`src/rtl/cmul_pkg.sv`:
```
// Elaboration-time helpers for the pipelined constant multiplier:
// CSD recoding, result width, latency and adder-tree term layout.
package cmul_pkg;

  localparam int CSD_MAX_K = 17;

  function automatic int cmul_abs(input int c);
    return (c < 0) ? -c : c;
  endfunction

  function automatic int cmul_clog2(input int v);
    int r;
    r = 0;
    for (int i = 0; i < 20; i++)
      if ((1 << i) < v) r = i + 1;
    return r;
  endfunction

  // Non-adjacent form: odd remainders pick +1 or -1 so the
  // next digit is always zero.
  function automatic int csd_digit(input int c, input int k);
    int n;
    int di;
    int d;
    n = cmul_abs(c);
    d = 0;
    for (int i = 0; i <= CSD_MAX_K; i++) begin
      di = 0;
      if ((n % 2) != 0) begin
        di = 2 - (n % 4);
        n = n - di;
      end
      if (i == k) d = di;
      n = n / 2;
    end
    return (c < 0) ? -d : d;
  endfunction

  function automatic int csd_count(input int c);
    int n;
    n = 0;
    for (int k = 0; k <= CSD_MAX_K; k++)
      if (csd_digit(c, k) != 0) n++;
    return n;
  endfunction

  // Slot of digit k among the nonzero digits below it.
  function automatic int csd_rank(input int c, input int k);
    int n;
    n = 0;
    for (int j = 0; j < k; j++)
      if (csd_digit(c, j) != 0) n++;
    return n;
  endfunction

  function automatic int cmul_c_bits(input int c);
    return cmul_clog2(cmul_abs(c) + 1);
  endfunction

  function automatic int cmul_o_width(input int iw, input int c);
    return iw + cmul_c_bits(c) + 1;
  endfunction

  function automatic int cmul_latency(input int c);
    int n;
    n = csd_count(c);
    if (n < 1) n = 1;
    return 1 + cmul_clog2(n);
  endfunction

  function automatic int cmul_terms_at(input int n, input int s);
    int t;
    t = (n < 1) ? 1 : n;
    for (int i = 0; i < s; i++) t = (t + 1) / 2;
    return t;
  endfunction

  function automatic int cmul_term_base(input int n, input int s);
    int b;
    b = 0;
    for (int j = 0; j < s; j++) b += cmul_terms_at(n, j);
    return b;
  endfunction

endpackage

```
`src/rtl/cmul_tree_stage.sv`:
```
// One registered pairwise-add level of the product tree.
// Ports: term bundle in/out with valid/ready; odd leftover passes through.
module cmul_tree_stage
  import cmul_pkg::*;
#(
  parameter int N_IN = 2,
  parameter int W    = 8
) (
  input  logic                          clk_i,
  input  logic                          rst_i,
  input  logic [N_IN*W-1:0]             in_terms_i,
  input  logic                          in_valid_i,
  output logic                          in_ready_o,
  output logic [((N_IN+1)/2)*W-1:0]     out_terms_o,
  output logic                          out_valid_o,
  input  logic                          out_ready_i
);

  localparam int N_OUT = (N_IN + 1) / 2;

  logic [N_IN-1:0][W-1:0]  a;
  logic [N_OUT-1:0][W-1:0] sum;
  logic [N_OUT*W-1:0]      t_d, t_q;
  logic                    v_d, v_q;

  assign a = in_terms_i;

  always_comb begin
    sum = '0;
    for (int j = 0; j < N_IN / 2; j++)
      sum[j] = a[2*j] + a[2*j+1];
    if ((N_IN % 2) == 1)
      sum[N_OUT-1] = a[N_IN-1];
  end

  // An empty stage loads even while downstream is stalled.
  assign in_ready_o = !v_q || out_ready_i;

  always_comb begin
    v_d = v_q;
    t_d = t_q;
    if (in_ready_o) begin
      v_d = in_valid_i;
      if (in_valid_i) t_d = sum;
    end
  end

  always_ff @(posedge clk_i) begin
    if (rst_i) begin
      v_q <= 1'b0;
      t_q <= '0;
    end else begin
      v_q <= v_d;
      t_q <= t_d;
    end
  end

  assign out_terms_o = t_q;
  assign out_valid_o = v_q;

endmodule

```
`src/rtl/cmul_pipe.sv`:
```
// Pipelined constant multiplier: CSD partial products, then a tree.
// Ports: in_data/valid/ready sample side, out_data/valid/ready product.
module cmul_pipe
  import cmul_pkg::*;
#(
  parameter int I_WIDTH  = 8,
  parameter int I_SIGNED = 0,
  parameter int C_VAL    = 63
) (
  input  logic                                     clk_i,
  input  logic                                     rst_i,
  input  logic [I_WIDTH-1:0]                       in_data_i,
  input  logic                                     in_valid_i,
  output logic                                     in_ready_o,
  output logic [cmul_o_width(I_WIDTH, C_VAL)-1:0]  out_data_o,
  output logic                                     out_valid_o,
  input  logic                                     out_ready_i
);

  localparam int C_BITS  = cmul_c_bits(C_VAL);
  localparam int O_WIDTH = cmul_o_width(I_WIDTH, C_VAL);
  localparam int N_TERMS = csd_count(C_VAL);
  localparam int LAT     = cmul_latency(C_VAL);
  localparam int N0      = cmul_terms_at(N_TERMS, 0);
  localparam int TOT     = cmul_term_base(N_TERMS, LAT);
  localparam int B_LAST  = cmul_term_base(N_TERMS, LAT - 1);

  logic [O_WIDTH-1:0]         x_ext;
  logic [N0-1:0][O_WIDTH-1:0] pp;
  logic [N0*O_WIDTH-1:0]      pp_d, pp_q;
  logic                       v0_d, v0_q;
  logic [TOT*O_WIDTH-1:0]     terms;
  logic [LAT-1:0]             valid;
  logic [LAT:0]               rdy;

  if (I_SIGNED != 0) begin : g_sx
    assign x_ext = {{(C_BITS+1){in_data_i[I_WIDTH-1]}}, in_data_i};
  end else begin : g_zx
    assign x_ext = {{(C_BITS+1){1'b0}}, in_data_i};
  end

  if (N_TERMS == 0) begin : g_zero
    assign pp = '0;
  end else begin : g_pp
    for (genvar k = 0; k <= C_BITS; k++) begin : g_k
      localparam int D  = csd_digit(C_VAL, k);
      localparam int IX = csd_rank(C_VAL, k);
      if (D > 0) begin : g_pos
        assign pp[IX] = x_ext << k;
      end else if (D < 0) begin : g_neg
        assign pp[IX] = -(x_ext << k);
      end
    end
  end

  assign rdy[LAT] = out_ready_i;
  assign rdy[0]   = !v0_q || rdy[1];

  always_comb begin
    v0_d = v0_q;
    pp_d = pp_q;
    if (rdy[0]) begin
      v0_d = in_valid_i;
      if (in_valid_i) pp_d = pp;
    end
  end

  always_ff @(posedge clk_i) begin
    if (rst_i) begin
      v0_q <= 1'b0;
      pp_q <= '0;
    end else begin
      v0_q <= v0_d;
      pp_q <= pp_d;
    end
  end

  assign valid[0]                = v0_q;
  assign terms[N0*O_WIDTH-1:0]   = pp_q;

  // Every stage's terms live back to back in one flat vector.
  for (genvar s = 1; s < LAT; s++) begin : g_st
    localparam int NI = cmul_terms_at(N_TERMS, s - 1);
    localparam int NO = cmul_terms_at(N_TERMS, s);
    localparam int BI = cmul_term_base(N_TERMS, s - 1);
    localparam int BO = cmul_term_base(N_TERMS, s);
    cmul_tree_stage #(
      .N_IN (NI),
      .W    (O_WIDTH)
    ) u_stage (
      .clk_i       (clk_i),
      .rst_i       (rst_i),
      .in_terms_i  (terms[BI*O_WIDTH +: NI*O_WIDTH]),
      .in_valid_i  (valid[s-1]),
      .in_ready_o  (rdy[s]),
      .out_terms_o (terms[BO*O_WIDTH +: NO*O_WIDTH]),
      .out_valid_o (valid[s]),
      .out_ready_i (rdy[s+1])
    );
  end

  assign out_data_o  = terms[B_LAST*O_WIDTH +: O_WIDTH];
  assign out_valid_o = valid[LAT-1];
  assign in_ready_o  = rdy[0];

endmodule

```
`config.mk`:
```
export PLATFORM = sky130hd
export DESIGN_NAME = cmul_pipe
export DESIGN_NICKNAME = d
export VERILOG_FILES = /design/src/rtl/cmul_pkg.sv /design/src/rtl/cmul_tree_stage.sv /design/src/rtl/cmul_pipe.sv
export SDC_FILE = /design/constraint.sdc
export NUM_CORES = 1
export LEC_CHECK = 0
export CAP_MARGIN = 25
export CORE_UTILIZATION = 53
export CTS_CLUSTER_SIZE = 14
export DETAILED_ROUTE_END_ITERATION = 6
export PLACE_DENSITY = 0.76
export SYNTH_ARGS = -nofsm -noshare
export SYNTH_HDL_FRONTEND = slang
export SYNTH_SLANG_ARGS = --single-unit
```
`constraint.sdc`:
```
create_clock -name clk_i -period 2.4 [get_ports clk_i]
set_clock_uncertainty 0.15 [all_clocks]
set_input_delay 0.72 -clock clk_i [delete_from_list [all_inputs] [get_ports clk_i]]
set_output_delay 0.72 -clock clk_i [all_outputs]
set_load 0.005 [all_outputs]
```
==> flow_summary.yaml <==
die:
  die_h_um: 59.9
  placementRows: 20
  die-area_sq_um: 3590
  ioPinCount: 29
  core_area_sq_um: 3130
  fp.dieW_um: 59.9
  start_util: 0.568
place:
  port_buffers: 28
  gp_congestion: 0.873
  dp_hpwl_um: 3080
power_and_ir_drop:
  seqPwrFrac: 0.509
  switching_share: 0.263
  combPwrFrac: 0.173
  p_int_uw: 995
  finalPower_uw: 1350
  vdd.ir_drop.worst_mv: 0.449
  power_density_nw_per_um2: 582
  clock_power_share: 0.317
  p_leak_uw: 0.000941
  switching_power_uw: 354
sta:
  hold_violations: 0
  tns_ps: 0
  clock.fmax_mhz: 426
  fin_crit_sh: 0.978
  period_minus_slack_ps: 2350
  rsz0062_at_grt: "false"
  report.final.slew_viol_count: 0
  tightestPinTransition_ps: 458
  slew_headroom: 0.693
  setup_viol: 0
synth:
  yosys.area.top_type: "dfxtp_1"
  avgSynthCellArea_sq_um: 8.23
  syn_area_sq_um: 1780
  yosys_warnings: 0
  synth_top_area_share: 0.428
  ys_ff_latch: 38
  ys_seq_area_frac: 0.428
  ys.flop_type: "dfxtp_1"
  synth_nets: 238
  netlist_instances: 216
  yosys-top-cells-area: "dfxtp_1 (43%), nand2_1 (10%), a21oi_1 (9.6%), ha_1 (6.3%), nand3_1 (2.5%)"
  ys_async_sr_fraction: 0
  ys_types: 39
  synth-edff-count: 0
detailed_routing:
  drt_first_pass_iters: 4
  via_per_inst: 5.50
  drc: 0
  wirelength_um: 4210
  vias: 1690
  ant_nets: 0
  post_drt_wl_per_cell_um: 13.7
  drt_iter0_markers: 88
critical_path:
  cp.arrival_ps: 2480
  path_class: "in2reg"
  crit_slowest_cell: "or4_4"
  worstPathMaxFanout: 3
  start_kind: "primary input"
  crit_path_end_kind: "register"
  crit_required_ps: 2540
  path_cells: "clkdlybuf4s50_1, or4_4, o41a_1, a2111oi_2, a31o_1"
  crit_path_max_incr_delay_ps: 530
clocking:
  clk_pin_slew_ps: 120
  clk_path_buf_depth: 2
  htreeDepth: 2
  root_buffer: "clkbuf_4"
  clk_latency_ps: 340
  cts_tree: "yes"
  cts_buffers: 5
  cts_num_sinks: 38
run:
  cap_violations: 0
final_layout:
  post_route_cells_drive_above_1_share: 0.125
  n_antenna_cell: 0
  final_cell_mix: "nand2_1 (48), dfxtp_1 (38), a21oi_1 (34)"
  syn_to_final_growth_pct: 30.3
  num-nets-final: 284
  layout_commonest_cell: "nand2_1"
hold_path:
  hp-class: "reg2reg"
global_routing:
  use_met3: 0.0649
  busiest_layer: "met2"
  first_global_vias: 1533
  grt.overflow.total: 0
  grt_use_met1: 0.324
  grt_max_degree: 25
  met2_usage: 0.440
  grt_pass1_wl_um: 6850
  track_usage: 0.260
  grt_antenna_before_repair: 0
run_status:
  status: "finished, final reports clean"
## through the flow
| step | hold slack, ps | cells | area, sq um | utilization | setup slack (ps) |
|---|---|---|---|---|---|
| floorplan | 282 | 216 | 1780 | - | 166 |
| global placement | 293 | 297 | 2230 | 0.713 | -312 |
| detailed placement | 295 | 297 | 2230 | 0.713 | -367 |
| CTS | 312 | 306 | 2310 | 0.740 | 1.31 |
| global route | 332 | 307 | 2320 | 0.741 | 24.7 |
| finish | 308 | 307 | 2320 | 0.741 | 52.8 |
## final cells by class
cell class                      count  area [sq um]
Inverter                            7          26.3
Sequential cell                    38           761
Timing Repair Buffer               49           444
Fill cell                         245           811
Multi-Input combinational cell    161           953
Clock inverter                      3          40.0
Clock buffer                        5          37.5
Tap cell                           44          55.1
## critical path: cells and delay by family
family | cells | cell delay, ps
compound gates | 3 | 810
buf+inv | 1 | 430
simple gates | 1 | 530
## synth_stat cells (all sizes together) (2+ instances only)
master,instances
inv,7
xnor2,4
clkbuf,10
dfxtp,38
ha,9
o211ai,5
a2111oi,2
nand2b,2
nor2,10
o31ai,3
a211oi,3
nor2b,2
nand4b,2
nand3,9
a21o,3
nand2,48
a21oi,34
o21ai,6
## routing by layer
layer | vias up | routed length, um
li1 | 854 | -
met1 | 783 | 1830
met2 | 43 | 2100
met3 | 10 | 215
met4 | 0 | 69
met5 | - | 0
## logic make-up (layout without fill, tap and decap cells)
family                     count (synthesis)  in the layout  share of synthesized area
DFF                                       38             38                      0.428
xor gates and xnor gates                   5              5                     0.0246
adders and majority gates                 10             10                     0.0746
and+or+nand+nor                           82             82                      0.210
buffers and inverters                     17             64                     0.0359
AOI/OAI and AO/OA                         64             64                      0.227
## final timing paths
kind                                        from                               to  slack [ps]  cells past startpoint
setup / recovery                    in_data_i[1]                          pp_q[7]          50                      5
hold / removal    g_st[1].u_stage.out_terms_o[9]   g_st[1].u_stage.out_terms_o[9]         310                      2
setup reg to reg                         pp_q[7]  g_st[1].u_stage.out_terms_o[13]         240                      5
hold reg to reg   g_st[1].u_stage.out_terms_o[9]   g_st[1].u_stage.out_terms_o[9]         310                      2
## registers in the layout (all words and copies together) (netlist names)
name	cells
g_st.u_stage.out_valid_o	1
g_st.u_stage.out_terms_o	15
pp_q	21
v0_q	1
## power by group through the flow
stage / logic (uW) / clock network, uW / registers (uW)
3_3_place_gp: 219 / 0 / 700
3_5_place_dp: 228 / 0 / 702
5_1_grt: 257 / 462 / 692
2_1_floorplan: 125 / 0 / 698
4_1_cts: 232 / 433 / 687
6_report: 234 / 428 / 687
## repair_timing
item | CTS | global route
buffers inserted | 1 | 1
pin swaps | 0 | 0
hold buffers | 0 | 0
gates resized for setup | 3 | 1
endpoints found under the setup margin | 2 | 1
No activity file was read; power rests on OpenSTA's default activity.
